File: src/rtl/mem_arb_pkg.sv
// Shared types and constants for the instruction/data cache memory arbiter.
package mem_arb_pkg;

    typedef enum logic [1:0] {
        IDLE  = 2'd0,
        ISSUE = 2'd1,
        WAIT  = 2'd2,
        RESP  = 2'd3
    } arb_state_e;

    localparam logic REQ_IC = 1'b0;
    localparam logic REQ_DC = 1'b1;

    localparam int unsigned DEF_ADDR_W = 20;
    localparam int unsigned DEF_LINE_W = 128;

endpackage

File: src/rtl/arb_rr2.sv
// Two-way round-robin pick between icache and dcache; purely combinational.
module arb_rr2
    import mem_arb_pkg::*;
(
    input  logic req_ic,
    input  logic req_dc,
    input  logic last_grant,
    output logic grant_valid,
    output logic grant_id
);

    // On a tie the requester that did not win last time is chosen.
    always_comb begin
        grant_valid = req_ic | req_dc;
        if (req_ic && req_dc) begin
            grant_id = ~last_grant;
        end else if (req_dc) begin
            grant_id = REQ_DC;
        end else begin
            grant_id = REQ_IC;
        end
    end

endmodule

File: src/rtl/mem_arbiter.sv
// Shares one line-memory port between icache refills and dcache refills/write-backs,
// one transaction at a time, with a wait-cycle watchdog against a hung memory.
module mem_arbiter
    import mem_arb_pkg::*;
#(
    parameter int unsigned ADDR_W  = DEF_ADDR_W,
    parameter int unsigned LINE_W  = DEF_LINE_W,
    parameter int unsigned TIMEOUT = 255
) (
    input  logic              clk_i,
    input  logic              rsn_i,
    input  logic              ic_rqst_i,
    input  logic [ADDR_W-1:0] ic_addr_i,
    input  logic              dc_rqst_i,
    input  logic              dc_we_i,
    input  logic [ADDR_W-1:0] dc_addr_i,
    input  logic [LINE_W-1:0] dc_wdata_i,
    output logic              ic_ready_o,
    output logic              dc_ready_o,
    output logic [LINE_W-1:0] resp_data_o,
    output logic [ADDR_W-1:0] resp_addr_o,
    output logic              err_o,
    output logic              busy_o,
    output logic              mem_rqst_o,
    output logic              mem_we_o,
    output logic [ADDR_W-1:0] mem_addr_o,
    output logic [LINE_W-1:0] mem_wdata_o,
    input  logic              mem_ready_i,
    input  logic [LINE_W-1:0] mem_data_i
);

    localparam int unsigned       CNT_W    = $clog2(TIMEOUT + 1);
    localparam logic [CNT_W-1:0]  CNT_LAST = CNT_W'(TIMEOUT - 1);
    localparam logic [CNT_W-1:0]  CNT_SAT  = {CNT_W{1'b1}};

    arb_state_e        state_r, state_nxt_s;
    logic              last_grant_r, last_grant_nxt_s;
    logic              grant_id_r, grant_id_nxt_s;
    logic [CNT_W-1:0]  cnt_r, cnt_nxt_s;
    logic              grant_valid_s, grant_pick_s;
    logic              ic_ready_nxt_s, dc_ready_nxt_s, err_nxt_s, mem_rqst_nxt_s, mem_we_nxt_s;
    logic [ADDR_W-1:0] mem_addr_nxt_s, resp_addr_nxt_s;
    logic [LINE_W-1:0] mem_wdata_nxt_s, resp_data_nxt_s;

    arb_rr2 u_rr (
        .req_ic      (ic_rqst_i),
        .req_dc      (dc_rqst_i),
        .last_grant  (last_grant_r),
        .grant_valid (grant_valid_s),
        .grant_id    (grant_pick_s)
    );

    // State register.
    always_ff @(posedge clk_i or negedge rsn_i) begin
        if (!rsn_i) begin
            state_r <= IDLE;
        end else begin
            state_r <= state_nxt_s;
        end
    end

    // Next state plus next value of every registered output and latch.
    always_comb begin
        state_nxt_s      = state_r;
        last_grant_nxt_s = last_grant_r;
        grant_id_nxt_s   = grant_id_r;
        cnt_nxt_s        = cnt_r;
        mem_rqst_nxt_s   = 1'b0;
        mem_we_nxt_s     = mem_we_o;
        mem_addr_nxt_s   = mem_addr_o;
        mem_wdata_nxt_s  = mem_wdata_o;
        resp_data_nxt_s  = resp_data_o;
        resp_addr_nxt_s  = resp_addr_o;
        err_nxt_s        = 1'b0;
        ic_ready_nxt_s   = 1'b0;
        dc_ready_nxt_s   = 1'b0;
        case (state_r)
            IDLE: begin
                if (grant_valid_s) begin
                    state_nxt_s      = ISSUE;
                    last_grant_nxt_s = grant_pick_s;
                    grant_id_nxt_s   = grant_pick_s;
                    mem_rqst_nxt_s   = 1'b1;
                    if (grant_pick_s == REQ_DC) begin
                        mem_addr_nxt_s = dc_addr_i;
                        mem_we_nxt_s   = dc_we_i;
                        if (dc_we_i) begin
                            mem_wdata_nxt_s = dc_wdata_i;
                        end else begin
                            mem_wdata_nxt_s = mem_wdata_o;
                        end
                    end else begin
                        mem_addr_nxt_s = ic_addr_i;
                        mem_we_nxt_s   = 1'b0;
                    end
                end else begin
                    state_nxt_s = IDLE;
                end
            end
            ISSUE: begin
                state_nxt_s = WAIT;
                cnt_nxt_s   = {CNT_W{1'b0}};
            end
            WAIT: begin
                // A completion arriving on the timeout cycle still counts as a normal completion.
                if (mem_ready_i) begin
                    state_nxt_s     = RESP;
                    resp_addr_nxt_s = mem_addr_o;
                    if (!mem_we_o) begin
                        resp_data_nxt_s = mem_data_i;
                    end else begin
                        resp_data_nxt_s = resp_data_o;
                    end
                end else if (cnt_r == CNT_LAST) begin
                    state_nxt_s     = RESP;
                    resp_addr_nxt_s = mem_addr_o;
                    err_nxt_s       = 1'b1;
                end else if (cnt_r != CNT_SAT) begin
                    cnt_nxt_s = cnt_r + 1'b1;
                end else begin
                    cnt_nxt_s = cnt_r;
                end
            end
            RESP: begin
                state_nxt_s = IDLE;
            end
            default: begin
                state_nxt_s = IDLE;
            end
        endcase
        if ((state_r == WAIT) && (state_nxt_s == RESP)) begin
            ic_ready_nxt_s = (grant_id_r == REQ_IC);
            dc_ready_nxt_s = (grant_id_r == REQ_DC);
        end else begin
            ic_ready_nxt_s = 1'b0;
            dc_ready_nxt_s = 1'b0;
        end
    end

    // Registered outputs, grant bookkeeping and the wait counter.
    always_ff @(posedge clk_i or negedge rsn_i) begin
        if (!rsn_i) begin
            last_grant_r <= REQ_IC;
            grant_id_r   <= REQ_IC;
            cnt_r        <= {CNT_W{1'b0}};
            ic_ready_o   <= 1'b0;
            dc_ready_o   <= 1'b0;
            resp_data_o  <= {LINE_W{1'b0}};
            resp_addr_o  <= {ADDR_W{1'b0}};
            err_o        <= 1'b0;
            busy_o       <= 1'b0;
            mem_rqst_o   <= 1'b0;
            mem_we_o     <= 1'b0;
            mem_addr_o   <= {ADDR_W{1'b0}};
            mem_wdata_o  <= {LINE_W{1'b0}};
        end else begin
            last_grant_r <= last_grant_nxt_s;
            grant_id_r   <= grant_id_nxt_s;
            cnt_r        <= cnt_nxt_s;
            ic_ready_o   <= ic_ready_nxt_s;
            dc_ready_o   <= dc_ready_nxt_s;
            resp_data_o  <= resp_data_nxt_s;
            resp_addr_o  <= resp_addr_nxt_s;
            err_o        <= err_nxt_s;
            busy_o       <= (state_nxt_s != IDLE);
            mem_rqst_o   <= mem_rqst_nxt_s;
            mem_we_o     <= mem_we_nxt_s;
            mem_addr_o   <= mem_addr_nxt_s;
            mem_wdata_o  <= mem_wdata_nxt_s;
        end
    end

endmodule

File: config.mk
export PLATFORM = sky130hd
export DESIGN_NAME = mem_arbiter
export DESIGN_NICKNAME = d
export VERILOG_FILES = /design/src/rtl/mem_arb_pkg.sv /design/src/rtl/arb_rr2.sv /design/src/rtl/mem_arbiter.sv
export SDC_FILE = /design/constraint.sdc
export NUM_CORES = 1
export LEC_CHECK = 0
export ABC_AREA = 1
export CELL_PAD_IN_SITES_DETAIL_PLACEMENT = 1
export CELL_PAD_IN_SITES_GLOBAL_PLACEMENT = 1
export CORE_AREA = 2 2 234 236
export CTS_BUF_LIST = sky130_fd_sc_hd__clkbuf_8
export CTS_CLUSTER_DIAMETER = 40
export DETAILED_ROUTE_END_ITERATION = 8
export DIE_AREA = 0 0 236 238
export GPL_ROUTABILITY_DRIVEN = 1
export PLACE_DENSITY_LB_ADDON = 0.1
export SLEW_MARGIN = 20
export SYNTH_ARGS = -nofsm -noshare
export SYNTH_HDL_FRONTEND = slang
export SYNTH_SLANG_ARGS = --single-unit
File: constraint.sdc
create_clock -name clk_i -period 3.2 [get_ports clk_i]
set_input_delay 0.96 -clock clk_i [delete_from_list [all_inputs] [get_ports clk_i]]
set_output_delay 0.96 -clock clk_i [all_outputs]
set_load 0.01 [all_outputs]
After elaboration in Yosys (flattened, before gate mapping)
Index checks and enable logic that the tools add are counted.

Flip-flop bits (word level): 313. Output and inout bits: 302.

Reduce and logical (&&, ||, !) cells: 11. Equal/unequal tests: 9. Muxes and demuxes: 21. Add/sub/neg operators: 1. Bitwise operators: 3.

Operators by type and width (number): 20-bit two-way mux (3); 8-bit two-way mux (3); 8-bit case mux with 2 select lines (1); 1-bit two-way mux (11); 8-bit by 1-bit adder with 8-bit output (second input constant) (1); 8-bit == test (second input constant) (1); 8-bit != test (second input constant) (1); 2-bit case mux with 4 select lines (1); 4-bit AND reduction (2); 2-bit == test (second input constant) (3); 2-bit != test (second input constant) (3); 2-bit nonzero test (3); 2-bit two-way mux (2); 2-bit AND reduction (2); 3-bit AND reduction (1); 2-bit by 1-bit == test with 1-bit output (second input constant) (1); 1-bit logical AND (2); 2-bit zero test (1); 1-bit inverter (2); 1-bit bitwise OR (1).

Logic depth before layout (Yosys ltp)
Depth in word-level cells: 7. Depth in mapped cells: 10.

Cells and area by module
A second synthesis with hierarchy kept.

Cells, all modules: 1114. Area, all modules: 12192.9 um2.

Modules (own cells, without submodules): mem_arbiter (cells an instance 1111, times used 1, area an instance 12177.9 um2); arb_rr2 (cells an instance 3, times used 1, area an instance 15.0 um2).

Worst setup path after synthesis
Ideal clock, no wire load.

Path kind: input to register. From: in mem_ready_i. To: reg resp_data_o[0]. Required time: 3075 ps. Arrival: 1736 ps. Stages: 6. Setup slack: 1339 ps. Path buffers: 2. Cell sequence: nand2_2 > inv_2 > nand2_4 > buf_12 > buf_12 > mux2_4.

Word-level cells in the longest chain between the ends: 1.

Ends and longest elaborated chain: start: declaration (RTL line mem_arbiter.sv:28) `input logic mem_ready_i,`; 3-bit AND reduction (no line); end signal: assignment (RTL line mem_arbiter.sv:148) `resp_data_o <= {LINE_W{1'b0}};`; end signal: assignment (RTL line mem_arbiter.sv:162) `resp_data_o <= resp_data_nxt_s;`; end: declaration (RTL line mem_arbiter.sv:20) `output logic [LINE_W-1:0] resp_data_o,`.

Every way passes these cells. A chain may end at the register's enable or synchronous reset.

Worst setup path in the final report
From: reg mem_wdata_o[76]. To: out mem_wdata_o[76].

RTL lines: start: declaration (RTL line mem_arbiter.sv:27) `output logic [LINE_W-1:0] mem_wdata_o,`; start signal: assignment (RTL line mem_arbiter.sv:155) `mem_wdata_o <= {LINE_W{1'b0}};`; start signal: assignment (RTL line mem_arbiter.sv:169) `mem_wdata_o <= mem_wdata_nxt_s;`.

No word-level cell between the ends.

==> qor.yml <==
crit_chain: "clkdlybuf4s50_1"
grt_busiest_layer: "met2"
syn_nets: 1423
setup_viol_count_final: 0
overflow: 0
vdd_drop_max_mv: 0.3999
max_freq_mhz: 383.9
worst_slew_pin_slew_ps: 775.6
crit_type: "flop to output port"
cp-startpoint: "mem_wdata_o[76]$_DFFE_PN0P_"
setup_tns_ps: 0
status: "finished clean"
cts_tree: "done"
coreArea_mm2: 0.05350
drt-initial-drc-count: 358
cts_max_level: 3
syn_area_per_cell_um2: 11.41
area_growth_pct: 66.48
p_sw_share_pct: 32.77
cts_hold_buf: 0
die_h_um: 238
rows: 85
max_stage_delay_ps: 670
start_kind: "flop"
pwr-share-comb_pct: 43.4
placed_cells: 2382
maxSlewHeadroom_pct: 48.29
power.leakage_nw: 9.977
pin_count: 604
worstSetupEndpointType: "output port"
grt_setup_unrepaired: "no"
cts_setup_buffers: 0
regArea_mm2: 0.007833
drive_above_1_share_pct: 15.44
start_util_pct: 23.77
die_w_um: 236
path_clk_slew_ps: 60
grt_pass1_wl_mm: 76.30
drt_wl_total_mm: 51.57
cts_resized: 0
drcViolationCount: 0
final_common_cell: "clkdlybuf4s50_1"
ys_ff_latch: 313
wl_per_cell_um: 20.48
gp_congestion: 0.7859
insertion_delay_ps: 640
ys_types: 24
grt.total_usage_pct: 18.17
viasPerCell: 4.142
cts_buffer_depth: 3
yosys_warnings: 0
p_seq_share_pct: 32.1
dp_hpwl_mm: 38.48
hp-class: "input pin to asynchronous set/reset pin"
reg2regPathDepth: 7
yosysSeqAreaShare_pct: 61.58
die-area_mm2: 0.05617
netlist_instances: 1115
path_max_fanout: 2
instances_no_fill: 2518
antenna_found_initial: 6
critical_path_arrival_ps: 1640
reg2reg_slack_ps: 1100
grt_max_degree: 130
final.period_utilization_pct: 81.40
firstDrtPassIters: 4
p_sw_w: 0.007053
multi_input_area_mm2: 0.004305
clock_skew_ps: 31.92
nFillCells: 5891
r2r-end: "resp_data_o[2]$_DFFE_PN0P_"
drv_cap: 0
slew_violations: 0
path_buf_inv: 1
p_total_w: 0.02152
slowest_stage: "clkdlybuf4s50_1"
holdWs_ps: 257.4
use_met1_pct: 21.02
fin_nets: 2072
r2r-start: "state_r[0]$_DFF_PN0_"
path_delay_family: "buffers and inverters"
crit_required_ps: 2240
fin_util_pct: 39.58
vias: 10430
cts_root_buffer: "clkbuf_8"
p_per_area_mw_per_mm2: 1016
io_buffers: 603
ant_nets: 0
layout_common_cells: "clkdlybuf4s50_1, nand2_1, dfrtp_1"
grt_use_met2_pct: 30.45
setup.worst_path.end: "mem_wdata_o[76]"
hold_viol_final: 0
grt_pass1_vias: 11220
syn-cell-area_mm2: 0.01272
pwr-share-clk_pct: 24.5
intPower_w: 0.01447
path_depth: 1
cts_made_buffers: 76
fin_crit_ps: 2605
grt.met3_usage_pct: 8.168
clock_sinks: 313
## worst register-to-register path, delay by kind of cell, from the launching register on
family                     cells  cell delay [ps]
buffers and inverters          3              630
DFF                            1              380
and+or+nand+nor                2              370
muxes                          1              350
adders and majority gates      1              280
## final cells by class
cell class,instances,share of cell area (%)
flip-flops and latches,313,36.99
repair buffers,625,29.96
multi-input cells,711,20.33
clock buffers,91,5.915
well taps,696,4.113
clock inverters,43,1.997
inverters,37,0.6677
diodes,2,0.02364
## sequential cells by signal, summed over array words and instances, names as in the netlist, 2 cells and up
name / count
mem_wdata_o: 128
cnt_r: 8
mem_addr_o: 20
resp_data_o: 128
state_r: 2
resp_addr_o: 20
## worst min-delay path by stage
stage / slack, ps / cells past startpoint / to / from
after floorplan: 420 / 1 / ic_ready_o$_DFF_PN0_ / grant_id_r$_DFFE_PN0P_
after global placement: 440 / 1 / ic_ready_o$_DFF_PN0_ / grant_id_r$_DFFE_PN0P_
after detailed placement: 460 / 1 / ic_ready_o$_DFF_PN0_ / grant_id_r$_DFFE_PN0P_
after CTS: 210 / 1 / resp_data_o[70]$_DFFE_PN0P_ / rsn_i
after global routing: 230 / 1 / resp_data_o[70]$_DFFE_PN0P_ / rsn_i
final: 260 / 1 / resp_data_o[79]$_DFFE_PN0P_ / rsn_i
## kinds of logic after synthesis
family                   count (synthesis)  synth area share, %
flip-flops                             313                61.58
buffers and inverters                   91                4.752
AO/OA/AOI/OAI                           64                2.755
XOR/XNOR                                 1              0.06888
AND/OR/NAND/NOR                        512                15.38
adder cells (fa/ha/maj)                  6               0.5902
multiplexers                           128                14.87
## metal layers
layer / vias up / wire length [µm]
met5: - / 45
met2: 380 / 25210
li1: 4855 / -
met1: 5099 / 20620
met3: 87 / 4677
met4: 8 / 1011
## metrics by stage
stage | setup slack, ps | area (µm²)
2_1_floorplan | 1339 | 12720
3_3_place_gp | 429.0 | 19490
3_5_place_dp | 425.1 | 19490
4_1_cts | 466.0 | 21170
5_1_grt | 451.0 | 21170
6_report | 595.4 | 21170
## cells in the mapped netlist
master | count | area share, %
a21oi_1 | 2 | 0.079
a31oi_1 | 1 | 0.049
buf_12 | 11 | 1.7
buf_2 | 19 | 0.75
buf_4 | 10 | 0.59
buf_6 | 3 | 0.27
clkbuf_1 | 11 | 0.32
dfrtp_1 | 313 | 62
ha_1 | 6 | 0.59
inv_1 | 33 | 0.97
inv_2 | 4 | 0.12
mux2_2 | 8 | 0.71
mux2_4 | 120 | 14
nand2_1 | 459 | 14
nand2_2 | 3 | 0.15
nand2_4 | 1 | 0.089
nand3_1 | 9 | 0.35
nand3b_1 | 2 | 0.12
nor2_1 | 38 | 1.1
o21ai_0 | 30 | 1.2
o21ai_1 | 10 | 0.39
o21bai_1 | 2 | 0.12
o22ai_1 | 19 | 0.93
xnor2_1 | 1 | 0.069
## power by group through the flow
stage          combinational, W  sequential [W]  clock [W]
6_report                0.00934         0.00692    0.00526
2_1_floorplan           0.00328         0.00774          0
3_5_place_dp            0.00949         0.00697          0
5_1_grt                  0.0100         0.00718    0.00568
4_1_cts                 0.00955         0.00694    0.00548
3_3_place_gp            0.00944         0.00690          0
No activity file was read; power rests on OpenSTA's default activity.
